===== src/rtl/cam_fill_ctrl_if.sv =====
// Request/response handshake bundle for cam_fill_ctrl.
// master = requester side, slave = controller side.
interface cam_fill_ctrl_if #(
   parameter int BITS   = 8,
   parameter int TAG_SZ = 8
);
   logic              req_valid;
   logic [TAG_SZ-1:0] req_tag;
   logic              req_ready;
   logic              resp_valid;
   logic              resp_ready;
   logic [BITS-1:0]   resp_data;
   logic              resp_hit;

   modport master (
      output req_valid, req_tag, resp_ready,
      input  req_ready, resp_valid, resp_data, resp_hit
   );

   modport slave (
      input  req_valid, req_tag, resp_ready,
      output req_ready, resp_valid, resp_data, resp_hit
   );
endinterface


===== src/rtl/cam_fill_ctrl.sv =====
// CAM lookup controller: serves hits from the CAM, fills misses from backing memory
// into a round-robin victim slot. Define CAM_FILL_STATS_EN for hit/miss counters.
module cam_fill_ctrl #(
   parameter int WORDS     = 8,
   parameter int BITS      = 8,
   parameter int TAG_SZ    = 8,
   parameter int ADDR_LEFT = $clog2(WORDS) - 1
) (
   input  logic                clk,
   input  logic                rst_,
   cam_fill_ctrl_if.slave      bus,
   output logic [TAG_SZ-1:0]   cam_check_tag,
   input  logic                cam_found_it,
   input  logic [BITS-1:0]     cam_data,
   output logic                cam_write_,
   output logic [ADDR_LEFT:0]  cam_w_addr,
   output logic [BITS-1:0]     cam_wdata,
   output logic [TAG_SZ-1:0]   cam_new_tag,
   output logic                cam_new_valid,
   output logic                mem_req,
   output logic [TAG_SZ-1:0]   mem_tag,
   input  logic                mem_ack,
`ifdef CAM_FILL_STATS_EN
   output logic [15:0]         hit_cnt,
   output logic [15:0]         miss_cnt,
`endif
   input  logic [BITS-1:0]     mem_rdata
);

   typedef enum logic [2:0] {IDLE, LOOKUP, MISS, FILL, RESP} state_t;

   localparam logic [ADDR_LEFT:0] LAST_IDX = (ADDR_LEFT + 1)'(WORDS - 1);

   state_t              state_q, state_d;
   logic [TAG_SZ-1:0]   tag_q, tag_d;
   logic [ADDR_LEFT:0]  victim_q, victim_d;
   logic                req_ready_q, req_ready_d;
   logic                resp_valid_q, resp_valid_d;
   logic [BITS-1:0]     resp_data_q, resp_data_d;
   logic                resp_hit_q, resp_hit_d;
   logic                mem_req_q, mem_req_d;
   logic [TAG_SZ-1:0]   mem_tag_q, mem_tag_d;
   logic                cam_write_q, cam_write_d;
   logic [ADDR_LEFT:0]  cam_w_addr_q, cam_w_addr_d;
   logic [BITS-1:0]     cam_wdata_q, cam_wdata_d;
   logic [TAG_SZ-1:0]   cam_new_tag_q, cam_new_tag_d;
   logic                cam_new_valid_q, cam_new_valid_d;
`ifdef CAM_FILL_STATS_EN
   logic [15:0]         hit_cnt_q, hit_cnt_d;
   logic [15:0]         miss_cnt_q, miss_cnt_d;
`endif

   always_comb begin
      state_d         = state_q;
      tag_d           = tag_q;
      victim_d        = victim_q;
      req_ready_d     = req_ready_q;
      resp_valid_d    = resp_valid_q;
      resp_data_d     = resp_data_q;
      resp_hit_d      = resp_hit_q;
      mem_req_d       = mem_req_q;
      mem_tag_d       = mem_tag_q;
      cam_write_d     = cam_write_q;
      cam_w_addr_d    = cam_w_addr_q;
      cam_wdata_d     = cam_wdata_q;
      cam_new_tag_d   = cam_new_tag_q;
      cam_new_valid_d = cam_new_valid_q;
`ifdef CAM_FILL_STATS_EN
      hit_cnt_d       = hit_cnt_q;
      miss_cnt_d      = miss_cnt_q;
`endif

      case (state_q)
         IDLE: begin
            if (bus.req_valid) begin
               tag_d       = bus.req_tag;
               req_ready_d = 1'b0;
               state_d     = LOOKUP;
            end
         end
         LOOKUP: begin
            if (cam_found_it) begin
               resp_data_d  = cam_data;
               resp_hit_d   = 1'b1;
               resp_valid_d = 1'b1;
               state_d      = RESP;
`ifdef CAM_FILL_STATS_EN
               if (hit_cnt_q != 16'hFFFF) hit_cnt_d = hit_cnt_q + 16'd1;
`endif
            end else begin
               mem_req_d = 1'b1;
               mem_tag_d = tag_q;
               state_d   = MISS;
`ifdef CAM_FILL_STATS_EN
               if (miss_cnt_q != 16'hFFFF) miss_cnt_d = miss_cnt_q + 16'd1;
`endif
            end
         end
         MISS: begin
            // Write fields are registered here so they are all valid for the single FILL cycle.
            if (mem_ack) begin
               mem_req_d       = 1'b0;
               cam_write_d     = 1'b0;
               cam_w_addr_d    = victim_q;
               cam_wdata_d     = mem_rdata;
               cam_new_tag_d   = tag_q;
               cam_new_valid_d = 1'b1;
               state_d         = FILL;
            end
         end
         FILL: begin
            cam_write_d     = 1'b1;
            cam_new_valid_d = 1'b0;
            resp_data_d     = cam_wdata_q;
            resp_hit_d      = 1'b0;
            resp_valid_d    = 1'b1;
            victim_d        = (victim_q == LAST_IDX) ? '0 : victim_q + 1'b1;
            state_d         = RESP;
         end
         RESP: begin
            if (bus.resp_ready) begin
               resp_valid_d = 1'b0;
               req_ready_d  = 1'b1;
               state_d      = IDLE;
            end
         end
         default: begin
            state_d      = IDLE;
            req_ready_d  = 1'b1;
            resp_valid_d = 1'b0;
            mem_req_d    = 1'b0;
            cam_write_d  = 1'b1;
         end
      endcase
   end

   always_ff @(posedge clk) begin
      if (rst_) begin
         state_q         <= IDLE;
         tag_q           <= '0;
         victim_q        <= '0;
         req_ready_q     <= 1'b1;
         resp_valid_q    <= 1'b0;
         resp_data_q     <= '0;
         resp_hit_q      <= 1'b0;
         mem_req_q       <= 1'b0;
         mem_tag_q       <= '0;
         cam_write_q     <= 1'b1;
         cam_w_addr_q    <= '0;
         cam_wdata_q     <= '0;
         cam_new_tag_q   <= '0;
         cam_new_valid_q <= 1'b0;
`ifdef CAM_FILL_STATS_EN
         hit_cnt_q       <= '0;
         miss_cnt_q      <= '0;
`endif
      end else begin
         state_q         <= state_d;
         tag_q           <= tag_d;
         victim_q        <= victim_d;
         req_ready_q     <= req_ready_d;
         resp_valid_q    <= resp_valid_d;
         resp_data_q     <= resp_data_d;
         resp_hit_q      <= resp_hit_d;
         mem_req_q       <= mem_req_d;
         mem_tag_q       <= mem_tag_d;
         cam_write_q     <= cam_write_d;
         cam_w_addr_q    <= cam_w_addr_d;
         cam_wdata_q     <= cam_wdata_d;
         cam_new_tag_q   <= cam_new_tag_d;
         cam_new_valid_q <= cam_new_valid_d;
`ifdef CAM_FILL_STATS_EN
         hit_cnt_q       <= hit_cnt_d;
         miss_cnt_q      <= miss_cnt_d;
`endif
      end
   end

   assign bus.req_ready  = req_ready_q;
   assign bus.resp_valid = resp_valid_q;
   assign bus.resp_data  = resp_data_q;
   assign bus.resp_hit   = resp_hit_q;
   assign cam_check_tag  = tag_q;
   assign cam_write_     = cam_write_q;
   assign cam_w_addr     = cam_w_addr_q;
   assign cam_wdata      = cam_wdata_q;
   assign cam_new_tag    = cam_new_tag_q;
   assign cam_new_valid  = cam_new_valid_q;
   assign mem_req        = mem_req_q;
   assign mem_tag        = mem_tag_q;
`ifdef CAM_FILL_STATS_EN
   assign hit_cnt        = hit_cnt_q;
   assign miss_cnt       = miss_cnt_q;
`endif

endmodule


===== src/flat_wrapper.sv =====
// flat-port wrapper written by rule: the top's interface ports become plain ports
module cam_fill_ctrl_flat 
#(
   parameter int WORDS     = 8,
   parameter int BITS      = 8,
   parameter int TAG_SZ    = 8,
   parameter int ADDR_LEFT = $clog2(WORDS) - 1
)
  (clk, rst_, cam_check_tag, cam_found_it, cam_data, cam_write_, cam_w_addr, cam_wdata, cam_new_tag, cam_new_valid, mem_req, mem_tag, mem_ack, mem_rdata, bus_req_valid, bus_req_tag, bus_resp_ready, bus_req_ready, bus_resp_valid, bus_resp_data, bus_resp_hit);
  cam_fill_ctrl_if #(.BITS(BITS), .TAG_SZ(TAG_SZ)) bus_i ();
  input  logic clk;
  input  logic rst_;
  output logic [TAG_SZ-1:0] cam_check_tag;
  input  logic cam_found_it;
  input  logic [BITS-1:0] cam_data;
  output logic cam_write_;
  output logic [ADDR_LEFT:0] cam_w_addr;
  output logic [BITS-1:0] cam_wdata;
  output logic [TAG_SZ-1:0] cam_new_tag;
  output logic cam_new_valid;
  output logic mem_req;
  output logic [TAG_SZ-1:0] mem_tag;
  input  logic mem_ack;
  input  logic [BITS-1:0] mem_rdata;
  input wire logic [$bits(bus_i.req_valid)-1:0] bus_req_valid;
  input wire logic [$bits(bus_i.req_tag)-1:0] bus_req_tag;
  input wire logic [$bits(bus_i.resp_ready)-1:0] bus_resp_ready;
  output wire logic [$bits(bus_i.req_ready)-1:0] bus_req_ready;
  output wire logic [$bits(bus_i.resp_valid)-1:0] bus_resp_valid;
  output wire logic [$bits(bus_i.resp_data)-1:0] bus_resp_data;
  output wire logic [$bits(bus_i.resp_hit)-1:0] bus_resp_hit;
  assign bus_i.req_valid = bus_req_valid;
  assign bus_i.req_tag = bus_req_tag;
  assign bus_i.resp_ready = bus_resp_ready;
  assign bus_req_ready = bus_i.req_ready;
  assign bus_resp_valid = bus_i.resp_valid;
  assign bus_resp_data = bus_i.resp_data;
  assign bus_resp_hit = bus_i.resp_hit;
  cam_fill_ctrl #(.WORDS(WORDS), .BITS(BITS), .TAG_SZ(TAG_SZ), .ADDR_LEFT(ADDR_LEFT)) u_core (.clk(clk), .rst_(rst_), .bus(bus_i), .cam_check_tag(cam_check_tag), .cam_found_it(cam_found_it), .cam_data(cam_data), .cam_write_(cam_write_), .cam_w_addr(cam_w_addr), .cam_wdata(cam_wdata), .cam_new_tag(cam_new_tag), .cam_new_valid(cam_new_valid), .mem_req(mem_req), .mem_tag(mem_tag), .mem_ack(mem_ack), .mem_rdata(mem_rdata));
endmodule

===== config.mk =====
export PLATFORM = sky130hd
export DESIGN_NAME = cam_fill_ctrl_flat
export DESIGN_NICKNAME = d
export VERILOG_FILES = /design/src/rtl/cam_fill_ctrl_if.sv /design/src/rtl/cam_fill_ctrl.sv /design/src/flat_wrapper.sv
export SDC_FILE = /design/constraint.sdc
export NUM_CORES = 1
export LEC_CHECK = 0
export ABC_AREA = 1
export BUFFER_PORTS_ARGS = -buffer_cell sky130_fd_sc_hd__buf_2
export CORE_ASPECT_RATIO = 0.5
export CORE_MARGIN = 2
export CORE_UTILIZATION = 52
export DETAILED_ROUTE_END_ITERATION = 12
export GPL_TIMING_DRIVEN = 0
export PLACE_DENSITY_LB_ADDON = 0.2
export SYNTH_ARGS = -nofsm -noshare
export SYNTH_HDL_FRONTEND = slang
export SYNTH_SLANG_ARGS = --single-unit

===== constraint.sdc =====
create_clock -name clk -period 3.3 [get_ports clk]
set_clock_uncertainty 0.1 [all_clocks]
set_input_delay 0.66 -clock clk [delete_from_list [all_inputs] [get_ports clk]]
set_output_delay 0.66 -clock clk [all_outputs]
set_load 0.02 [all_outputs]

==> results.txt <==
STA classifies the critical path endpoint as a flip-flop. The buffers plus inverters on the worst setup path was 4; the synthesized netlist net count was 295. The async set-or-reset flop fraction in the synthesized netlist was 0%; the number of buffers inserted during clock tree synthesis was 5. The DRC violation count after routing was 0; the least setup slack across all paths after layout was 1.54 ns. Yosys instantiated no cell more often than o21ai_0. The run gives 0.00386 mm2 as the floorplan core area. Counting every sink on the clock net gives 55. The largest net degree at the start of global routing was 18. By area the synthesized netlist is led by dfxtp_1, o21ai_0, a21oi_1.

The routability congestion estimate from global placement was 0.914; the number of max-cap violations was 0. The run finished with clean final reports. The detailed router finished its first iteration with 79 violations. The cell internal power dissipation was 1.06 mW. Fill cells in the final layout number 333. Switching part of the total: 30.2%. At the later pin of the worst-skew pair, clock insertion delay measures 0.30 ns.

The run gives 21.1% as the portion of total power attributed to combinational logic. The run gives 68.7% as the final core area utilization. Half-perimeter wire length after placement: 3.74 mm. The cell class contributing the biggest share of worst-path delay was buffers and inverters. The tools report the number of global-route vias before repair as 1,894. Synthesized area per cell: 7.92 um2.

For this design the ratio of total power to cell area is 572 mW/mm2. Once detail routing completed, the nets flagged for antenna violations numbered 0. Top cell type by total area after synthesis: dfxtp_1. The final critical-path share of the clock period was 53.5%.

The worst setup path is of the in2reg kind. The H-tree was split into 2 levels. The topmost layer with routed signal wires is met4. At the worst endpoint, the required time is 3.44 ns. The tools report the leakage power total as 1.31 nW. After detailed routing, the number of vias per cell comes to 5.05.

In this run the worst path has a maximum fanout of 10. The tools report the end of the worst hold path as u_core.bus.resp_valid. For the maximum operating frequency, the log shows 567 MHz.

The delay of the slowest cell on the worst path was 0.34 ns. The count of buffers inserted at the top-level ports came out at 78. In this run the critical register-to-register path is captured at u_core.cam_check_tag[4]. Measured in cells, the most critical reg-to-reg path has a length of 5.

TritonCTS built the clock tree. After synthesis the netlist holds a flip-flop and latch count of 55. The share of total power dissipated in the clock network is 29.1%. In this run, flip-flops and latches consume 49.9% of the power. Number of detailed-route iterations in the first pass: 4. The worst hold path depth is 2, and the synthesis warning total is 0. Setup repair after global routing left no endpoint under its margin. The run gives 2,034 as the vias after detailed routing. The number of hold-slack violations in the final timing report is 0.

STA puts the critical path data arrival time at 1.90 ns. The logs give 2.31 mm for the sum of met2 wire segment lengths after detailed routing and 19 for the number of unique standard cell types used by synthesis. The tools report the global-route wire length before repair as 8.32 mm. Count of pins on the block boundary: 79. For this configuration, the core starts out at a cell density of 53.9%. The run gives 2.28 mm as the wire length on met1. The repair_antennas step left the layout with diodes totalling 0.

The setup violation total in the final timing report is 0, and the row count is 16. The total met3 wirelength after detailed routing is 364 um. The initial antenna violation count is 0.

The transition time at the pin with the least slew margin was 0.425 ns. For the finished layout, the period the worst path requires is 1.76 ns. The path class of the tightest hold or removal check is reg2reg. The worst register-to-register path begins at u_core.state_q[1]. Headroom to the max-slew limit came out at 71.7%.

Summed over all layers, the global routing overflow is 0. The area added between synthesis and finish was 27.4%; the part of the Yosys area used for sequential elements was 52.9%. The post-synthesis instance area was 0.00208 mm2; the instance count of the mapped netlist was 263. Timing analysis after detailed placement gives a worst setup slack of 1.27 ns. The slowest stage of the critical path belongs to the cell clkbuf_1. The number of enable-type register cells in the synthesized netlist came out at 0.

The final-layout setup total negative slack is 0 ns, and the die outline height is 48.7 um. The number of max-slew violations in the final report is 0. Of the cells placed in the final design, the portion with a size suffix greater than 1 is 28.4%. The most frequent cell on the critical path is clkbuf_1. The die covers 0.00456 mm2. Setup slack on the worst reg-to-reg path comes out at 1.74 ns. IR analysis of the VDD net gives a maximum drop of 0.000295 V.

After synthesis, the largest area contributor takes up 52.9% of total cell area. For this block, the routed nets add up to 5.00 mm of wire. The signal on the critical path passes through buf_2 > inv_1 > clkbuf_1 > clkbuf_1 > o21ai_0 > a21oi_1. The overall fraction of global-route tracks in use was 22.9%.

The x dimension of the die came out at 93.5 um. The worst setup path is launched from an input pin. No sink is reached through more buffers than the 2 on the longest clock path. The tools report the startpoint of the lowest-slack hold path as u_core.bus.resp_valid. Hold repair after CTS inserted 0 buffers. In the final design database the tool counted 380 nets. Counting instances in the post-synthesis netlist gives the leading cell types as o21ai_0, dfxtp_1, a21oi_1. The number of gates resized after CTS was 0.

The tools report the setup fix buffers added after clock tree synthesis as 0. Clock-pin slew was measured on the worst setup and hold paths at 0.10 ns. The tightest hold path in the finished design has a slack of 0.351 ns.

For this run, the leading register cell type out of synthesis is dfxtp_1. In this run the power spent charging and discharging nets is 0.458 mW. The cell at the root of the clock tree was clkbuf_8. The detail-routed net length per standard cell was 12.4 um.
worst reg2reg max path: stages (launching register included):
cell and delay (ns):
dfxtp_1 0.37, nor2_1 0.24, nand3_1 0.28, buf_4 0.27
o21ai_0 0.16, a21oi_1 0.05
layout make-up:
type,count,area (um2),share of cell area [%]
plain buffers,13,73.8,2.78
clock buffers,5,68.8,2.59
clock inverters,3,43.8,1.65
inverters,25,93.8,3.54
multi-input cells,170,813,30.7
flip-flops and latches,55,1100,41.5
well taps,54,67.6,2.55
repair buffers,78,390,14.7
power groups by stage:
stage	Sequential, mW	Clock, mW	Combinational (mW)
after floorplan	0.838	0	0.140
after global routing	0.766	0.479	0.354
after global placement	0.770	0	0.313
final	0.757	0.441	0.319
after CTS	0.757	0.448	0.321
after detailed placement	0.772	0	0.319
placed cells by master (no fill, tap or decap):
master / n
a21oi_1: 38
nor2_4: 2
nor2_1: 35
buf_2: 83
inv_2: 1
o211a_1: 1
buf_6: 2
clkbuf_1: 4
o21ai_0: 56
dfxtp_1: 55
clkbuf_8: 5
ha_1: 2
nor2_2: 1
clkinv_4: 1
bufinv_16: 1
clkinv_2: 1
nand2_1: 25
buf_4: 1
buf_1: 1
inv_1: 24
nand2_2: 1
nand4_1: 2
nand3_1: 7
worst max-delay path by stage:
stage                     slack, ns                       to  depth (start not counted)  from
after CTS                      1.57    u_core.cam_new_tag[0]                          6  rst_
after floorplan                1.76  u_core.cam_check_tag[0]                          5  rst_
after detailed placement       1.27    u_core.cam_new_tag[0]                          6  rst_
after global placement         1.29    u_core.cam_new_tag[4]                          6  rst_
final                          1.54    u_core.cam_new_tag[0]                          6  rst_
after global routing           1.38    u_core.cam_new_tag[1]                          6  rst_
sequential cells by signal, summed over array words and instances (netlist names):
| register | count |
|---|---|
| u_core.bus.req_ready | 1 |
| u_core.cam_new_valid | 1 |
| u_core.mem_tag | 8 |
| u_core.mem_req | 1 |
| u_core.bus.resp_data | 8 |
| u_core.cam_w_addr | 3 |
| u_core.cam_wdata | 8 |
| u_core.victim_q | 3 |
| u_core.cam_write_ | 1 |
| u_core.state_q | 3 |
| u_core.cam_new_tag | 8 |
| u_core.bus.resp_valid | 1 |
| u_core.cam_check_tag | 8 |
| u_core.bus.resp_hit | 1 |
logic make-up (layout without fill, tap and decap cells):
family | Yosys count | after routing | synth area share (%)
flops | 55 | 55 | 52.9
fa+ha+maj | 2 | 2 | 1.20
buf+inv | 38 | 124 | 8.05
simple gates | 73 | 73 | 14.8
compound gates | 95 | 95 | 23.1
metrics by stage:
| stage | power [mW] | instance area (um2) | cells |
|---|---|---|---|
| 2_1_floorplan | 0.979 | 2080 | 263 |
| 4_1_cts | 1.53 | 2650 | 403 |
| 3_5_place_dp | 1.09 | 2540 | 395 |
| 3_3_place_gp | 1.08 | 2540 | 395 |
| 6_report | 1.52 | 2650 | 403 |
| 5_1_grt | 1.60 | 2650 | 403 |
layer usage:
| layer | global-route usage [%] | up-vias |
|---|---|---|
| met5 | 0 | - |
| li1 | - | 1036 |
| met2 | 39.0 | 70 |
| met4 | 4.41 | 0 |
| met3 | 6.39 | 5 |
| met1 | 29.5 | 923 |
Note: power is estimated with default switching activity, not from simulation.
